[src/rtl/r2mdc_commutator_pkg.sv]
// Shared FFT-pipeline definitions used by the R2MDC delay-commutator stage:
// the Q7.8 sample width, a complex sample type, the switch-mode encoding and
// the log2 helper that sizes the sample counter and ring-buffer pointers.
package r2mdc_commutator_pkg;

    // Width of one real or imaginary component in signed Q7.8.
    localparam int Q78_WIDTH = 16;

    // Delay lines up to this depth are built as plain shift registers;
    // deeper lines switch to a circular buffer so that only one entry
    // moves per accepted sample.
    localparam int SHIFT_MAX_DEPTH = 8;

    // One complex sample, real part in the upper half.
    typedef struct packed {
        logic signed [Q78_WIDTH-1:0] re;
        logic signed [Q78_WIDTH-1:0] im;
    } cplx_t;

    // Commutator switch position. STRAIGHT routes the upper stream to the
    // upper path; CROSS swaps the upper stream with the delayed lower one.
    typedef enum logic {
        SW_STRAIGHT = 1'b0,
        SW_CROSS    = 1'b1
    } sw_mode_e;

    // Ceiling log2 of a delay depth. DELAY is a power of two, so this is
    // the exact exponent; depth 1 yields 0.
    function automatic int delay_log2(input int depth);
        int r;
        r = 0;
        for (int i = 0; i < 31; i++) begin
            if ((1 << i) < depth) begin
                r = i + 1;
            end
        end
        return r;
    endfunction

endpackage

[src/rtl/r2mdc_commutator_delay_line.sv]
// Enable-gated fixed-depth delay line. The output is the word that was
// written DEPTH enabled cycles earlier, presented combinationally so the
// caller can register it in the same cycle that a new word is written.
module r2mdc_commutator_delay_line
    import r2mdc_commutator_pkg::*;
#(
    parameter int DEPTH = 4,
    parameter int WIDTH = 32
) (
    input  logic             clk,
    input  logic             reset,
    input  logic             en,
    input  logic [WIDTH-1:0] d,
    output logic [WIDTH-1:0] q
);

    generate
        if (DEPTH <= SHIFT_MAX_DEPTH) begin : g_shift

            logic [WIDTH-1:0] taps [DEPTH];

            // Shift one position per enabled cycle; the last tap is the output.
            always_ff @(posedge clk) begin
                if (reset) begin
                    for (int i = 0; i < DEPTH; i++) begin
                        taps[i] <= '0;
                    end
                end else if (en) begin
                    // NOTE: non-blocking updates make every tap read its
                    // neighbour's old value, so the loop order is irrelevant.
                    taps[0] <= d;
                    for (int i = 1; i < DEPTH; i++) begin
                        taps[i] <= taps[i-1];
                    end
                end
            end

            assign q = taps[DEPTH-1];

        end else begin : g_ring

            localparam int PTR_W = delay_log2(DEPTH);

            logic [WIDTH-1:0] mem [DEPTH];
            logic [PTR_W-1:0] ptr;

            // Pointer walks the ring; DEPTH is a power of two so it wraps
            // naturally at the top of its range.
            always_ff @(posedge clk) begin
                if (reset) begin
                    ptr <= '0;
                end else if (en) begin
                    ptr <= ptr + PTR_W'(1);
                end
            end

            // Overwrite the oldest entry, which is read out in the same cycle.
            // NOTE: the storage array has no reset; stale words are masked by
            // the stage's primed flag and a reset here would stop the array
            // mapping onto RAM.
            always_ff @(posedge clk) begin
                if (en) begin
                    mem[ptr] <= d;
                end
            end

            assign q = mem[ptr];

        end
    endgenerate

endmodule

[src/rtl/r2mdc_commutator.sv]
// R2MDC delay-commutator stage. Reorders two parallel complex streams through
// two DELAY-deep delay lines and a periodic switch so that each output pair
// (A, B) holds samples DELAY positions apart from the same input stream,
// ready for the radix-2 butterfly that follows. Data passes bit-exact.
module r2mdc_commutator
    import r2mdc_commutator_pkg::*;
#(
    parameter int DELAY = 4,
    parameter int WIDTH = Q78_WIDTH
) (
    input  logic             clk,
    input  logic             reset,
    input  logic             in_valid,
    input  logic [WIDTH-1:0] in0_re,
    input  logic [WIDTH-1:0] in0_im,
    input  logic [WIDTH-1:0] in1_re,
    input  logic [WIDTH-1:0] in1_im,
    output logic             out_valid,
    output logic [WIDTH-1:0] A_re,
    output logic [WIDTH-1:0] A_im,
    output logic [WIDTH-1:0] B_re,
    output logic [WIDTH-1:0] B_im
);

    localparam int LOG2D  = delay_log2(DELAY);
    localparam int CNT_W  = LOG2D + 1;
    localparam int PAIR_W = 2 * WIDTH;

    // Counter value of the last sample before the outputs become meaningful.
    localparam logic [CNT_W-1:0] PRIME_CNT = CNT_W'(DELAY - 1);

    // Accepted-sample counter modulo 2*DELAY; its top bit is the switch.
    logic [CNT_W-1:0]  cnt;
    logic              primed;
    sw_mode_e          sw;

    // Complex samples carried as {re, im} words through the datapath.
    logic [PAIR_W-1:0] in0_w;
    logic [PAIR_W-1:0] in1_w;
    logic [PAIR_W-1:0] bd;      // lower stream delayed DELAY samples
    logic [PAIR_W-1:0] upper;   // post-switch upper path
    logic [PAIR_W-1:0] lower;   // post-switch lower path, goes straight to B
    logic [PAIR_W-1:0] a_del;   // upper path delayed DELAY samples
    logic [PAIR_W-1:0] a_q;
    logic [PAIR_W-1:0] b_q;

    assign in0_w = {in0_re, in0_im};
    assign in1_w = {in1_re, in1_im};

    // Lower input stream delay (bd).
    r2mdc_commutator_delay_line #(
        .DEPTH (DELAY),
        .WIDTH (PAIR_W)
    ) u_dl_lower (
        .clk   (clk),
        .reset (reset),
        .en    (in_valid),
        .d     (in1_w),
        .q     (bd)
    );

    // Switch: straight half-period keeps in0 on top, cross half-period swaps
    // the current upper sample with the delayed lower one.
    always_comb begin
        // NOTE: every output of this block gets a default before any branch,
        // which is what keeps it purely combinational with no latches.
        sw    = sw_mode_e'(cnt[LOG2D]);
        upper = in0_w;
        lower = bd;
        if (sw == SW_CROSS) begin
            upper = bd;
            lower = in0_w;
        end
    end

    // Upper path delay after the switch; its output becomes A.
    r2mdc_commutator_delay_line #(
        .DEPTH (DELAY),
        .WIDTH (PAIR_W)
    ) u_dl_upper (
        .clk   (clk),
        .reset (reset),
        .en    (in_valid),
        .d     (upper),
        .q     (a_del)
    );

    // Sample counter and sticky primed flag; both advance only on accepted
    // samples, and reset wins over a simultaneous in_valid.
    always_ff @(posedge clk) begin
        if (reset) begin
            cnt    <= '0;
            primed <= 1'b0;
        end else if (in_valid) begin
            cnt <= cnt + CNT_W'(1);
            if (cnt == PRIME_CNT) begin
                primed <= 1'b1;
            end
        end
    end

    // Output registers: capture a pair for every accepted sample once the
    // delay lines hold only real data; otherwise hold the last pair.
    always_ff @(posedge clk) begin
        if (reset) begin
            out_valid <= 1'b0;
            a_q       <= '0;
            b_q       <= '0;
        end else begin
            out_valid <= in_valid && primed;
            if (in_valid && primed) begin
                a_q <= a_del;
                b_q <= lower;
            end
        end
    end

    assign A_re = a_q[PAIR_W-1 -: WIDTH];
    assign A_im = a_q[WIDTH-1:0];
    assign B_re = b_q[PAIR_W-1 -: WIDTH];
    assign B_im = b_q[WIDTH-1:0];

endmodule

[config.mk]
export PLATFORM = sky130hd
export DESIGN_NAME = r2mdc_commutator
export DESIGN_NICKNAME = d
export VERILOG_FILES = /design/src/rtl/r2mdc_commutator_pkg.sv /design/src/rtl/r2mdc_commutator_delay_line.sv /design/src/rtl/r2mdc_commutator.sv
export SDC_FILE = /design/constraint.sdc
export NUM_CORES = 1
export LEC_CHECK = 0
export ABC_AREA = 1
export CORE_MARGIN = 5
export CORE_UTILIZATION = 51
export CTS_BUF_LIST = sky130_fd_sc_hd__clkbuf_16
export DETAILED_ROUTE_END_ITERATION = 10
export GPL_ROUTABILITY_DRIVEN = 1
export HOLD_SLACK_MARGIN = 0.12
export PLACE_DENSITY = 0.8
export SLEW_MARGIN = 20
export SYNTH_ARGS = -nofsm -noshare
export SYNTH_HDL_FRONTEND = slang
export SYNTH_SLANG_ARGS = --single-unit
[constraint.sdc]
create_clock -name clk -period 7 [get_ports clk]
set_input_delay 0.7 -clock clk [delete_from_list [all_inputs] [get_ports clk]]
set_output_delay 0.7 -clock clk [all_outputs]
set_load 0.03 [all_outputs]
==> results by group <==
Run status
  – Outcome: complete, no violations

Global routing
  – Wire length of the first global-routing pass: 36900 µm
  – Number of global-route vias before repair: 7837
  – Total GRT Usage: 15.6%
  – Antenna violations before repair: 0
  – Pin count of the biggest net entering global routing: 157
  – GR Overflow Total: 0

Yosys
  – Mapped Avg Cell Area: 10.2 µm²
  – Leading area contributor after synthesis: edfxtp_1
  – Most frequent cell after synthesis: nor2_1
  – Netlist cell types: 20
  – Ranking of synthesized cells by area: edfxtp_1, dfxtp_1, nor2_1, inv_1, nand2_1
  – Post-Syn Area: 0.0130 mm²
  – Synth Instances: 1271
  – Ys flop type: edfxtp_1
  – Number of synthesized flops with an enable pin: 256
  – Ys Warns: 0
  – Post-synth top area share: 59.2%
  – Post-synthesis sequential area ratio: 69.8%
  – Seq cells post-synth: 325
  – Ys async rst share: 0%
  – Syn_nets: 1340
  – Most frequent cells after synthesis: nor2_1, inv_1, edfxtp_1

Cells and area
  – Non-Filler Instances: 1736
  – # diodes: 0
  – Area grow syn2layout: 18.8%
  – Final instance area: 0.0154 mm²
  – Layout cell share with drive strength beyond 1: 4.69%
  – Net count, final: 1449
  – Layout fillers: 2004

Place
  – Area after DPL: 0.0144 mm²
  – Hpwl dp: 13800 µm
  – Placed insts: 1674
  – Routability cong.: 0.807
  – # port buffers: 131

Setup path
  – CP startpoint kind: primary input
  – CP max-delay cell: nand2_8
  – WS Path Type: primary input to flop
  – Critical Path AT: 4.15 ns
  – Max incr delay on CP: 1.01 ns
  – R2R setup slack: 4.79 ns
  – Critical path peak fanout: 156
  – Crit path cell chain: clkdlybuf4s50_1 -> clkinv_2 -> nand2_8 -> buf_4 -> nor2_1
  – Type of element capturing the critical path: flop
  – End of the worst register-to-register path: primed
  – FF-to-FF Start: cnt[2]
  – Reg2Reg Depth: 5
  – WP data required: 7.21 ns
  – Worst setup path start: reset

Pwr
  – P_int: 3260 µW
  – P_leak: 0.00653 µW
  – Combinational fraction of design power: 5.0%
  – Sequential share of power: 54.1%
  – Net switching power: 854 µW
  – Switching Share: 20.8%
  – Total power: 4110 µW
  – Pwr per Cell Area: 266 mW/mm²
  – Clock Power Share: 40.8%
  – Peak VDD IR: 0.000174 V

Floorplan
  – Die area: 0.0288 mm²
  – IO Pins: 132
  – Initial core utilization: 51.7%
  – Die Ht: 170 µm
  – Row count: 58
  – Die X-Extent: 170 µm
  – Core ar.: 0.0251 mm²

Detailed routing
  – Met3 wire len: 1370 µm
  – First-pass iteration count of the detailed router: 6
  – Top sig layer: met4
  – Drt first-iter violations: 622
  – Avg WL per Cell: 13.0 µm
  – Residual DRC: 0
  – M1 WL: 8900 µm
  – Routed met2 length: 11200 µm
  – Post-Route WL: 22500 µm
  – DRT antenna net count: 0
  – Via Count: 8034
  – Drt via density: 4.63

Clock tree
  – Post-CTS Hold Buffers: 0
  – Root Buffer Master: clkbuf_16
  – CTS buffer count: 34
  – Clock Path Buffers: 3
  – Setup Buffers After CTS: 0
  – H-tree levels: 2
  – Cts repair resizes: 0
  – Clock Latency Late Sink: 0.50 ns
  – Worst-path clk slew: 0.06 ns
  – CTS tree: yes
  – Clk sinks: 325

Hold path
  – Worst hold path class: flop to flop
  – Hold EP: a_q[10]
  – Critical hold path startpoint: a_q[10]
  – Hold Path Depth: 2

Flow run
  – MaxCap Viol Count: 0

Timing
  – Final period util: 56.3%
  – Setup_tns: 0 ns
  – Fmax achieved: 254 MHz
  – Slew Limit Headroom: 27.1%
  – Slew at the pin with the worst max-slew slack: 1.09 ns
  – Fin Hold WS: 0.480 ns
  – Hold Violations, Final: 0
  – Min Clock Period, post-route: 3.94 ns
  – Pins Over Slew Limit: 0
  – Setup-failing EPs final: 0
  – RSZ-0062 raised after global routing: false
  – Clock Skews: 0.00687 ns
-- power by group through the flow --
stage,registers (µW),logic (µW),clock network (µW)
after CTS,2230,210,1720
after detailed placement,2270,208,0
final,2220,207,1680
after global placement,2260,200,0
after floorplan,2270,128,0
after global routing,2230,234,1800
-- worst max-delay path by stage --
stage                                           end  cells after the start  slack, ns
finish              u_dl_lower.g_shift.taps[0][114]                      5       3.06
global route         u_dl_upper.g_shift.taps[1][18]                      5       2.69
CTS                   u_dl_upper.g_shift.taps[0][6]                      5       3.45
floorplan             u_dl_lower.g_shift.taps[0][0]                      4       2.43
global placement      u_dl_upper.g_shift.taps[0][6]                      5       3.12
detailed placement    u_dl_upper.g_shift.taps[0][6]                      5       2.93
-- cell usage in the layout (no fill, tap or decap), types with 6 or more instances in the layout --
cell type,instances
clkdlybuf4s50_1,131
a21oi_1,24
clkbuf_16,37
clkinv_2,6
nand3_1,33
dfxtp_1,68
inv_1,266
a21oi_2,10
clkinv_1,10
edfxtp_1,256
nand2_1,226
o21ai_0,33
nor2_1,290
-- worst max-delay path, delay by kind of cell --
| family | cells | cell delay, ns |
|---|---|---|
| and+or+nand+nor | 2 | 1.14 |
| buffers and inverters | 3 | 2.18 |
-- metrics by stage --
stage | worst slack (ns) | util (%)
global placement | 3.12 | 57.3
finish | 3.06 | 61.5
floorplan | 2.43 | -
detailed placement | 2.93 | 57.3
global route | 2.69 | 61.5
CTS | 3.45 | 61.5
-- cell families (layout without fill, tap and decap cells) --
family / Yosys count / in the layout / synth area share (%)
simple gates: 553 / 553 / 16.5
flops: 325 / 325 / 69.8
buf+inv: 323 / 458 / 10.6
compound gates: 67 / 67 / 2.87
fa+ha+maj: 2 / 2 / 0.193
xor+xnor: 1 / 1 / 0.0674
-- layout make-up --
class / count / area [µm²] / area share, %
tap: 330 / 413 / 2.68
inverter: 261 / 983 / 6.37
clock buffer: 37 / 926 / 6.00
clock inverter: 25 / 131 / 0.851
multi-input combinational: 623 / 2570 / 16.7
sequential: 325 / 9070 / 58.8
timing repair buffer: 135 / 1340 / 8.69
-- layer usage --
layer  up-vias  global-route usage [%]
met2       217                    26.4
met4         0                    7.95
met1      3633                    18.8
li1       4110                       -
met3        74                    3.59
met5         -                       0
-- state kept, by name, indices dropped and copies added, names as in the netlist --
register	count
a_q	32
b_q	32
cnt	3
u_dl_upper.g_shift.taps	128
out_valid	1
primed	1
u_dl_lower.g_shift.taps	128
Power figures use the tool's default switching activity.
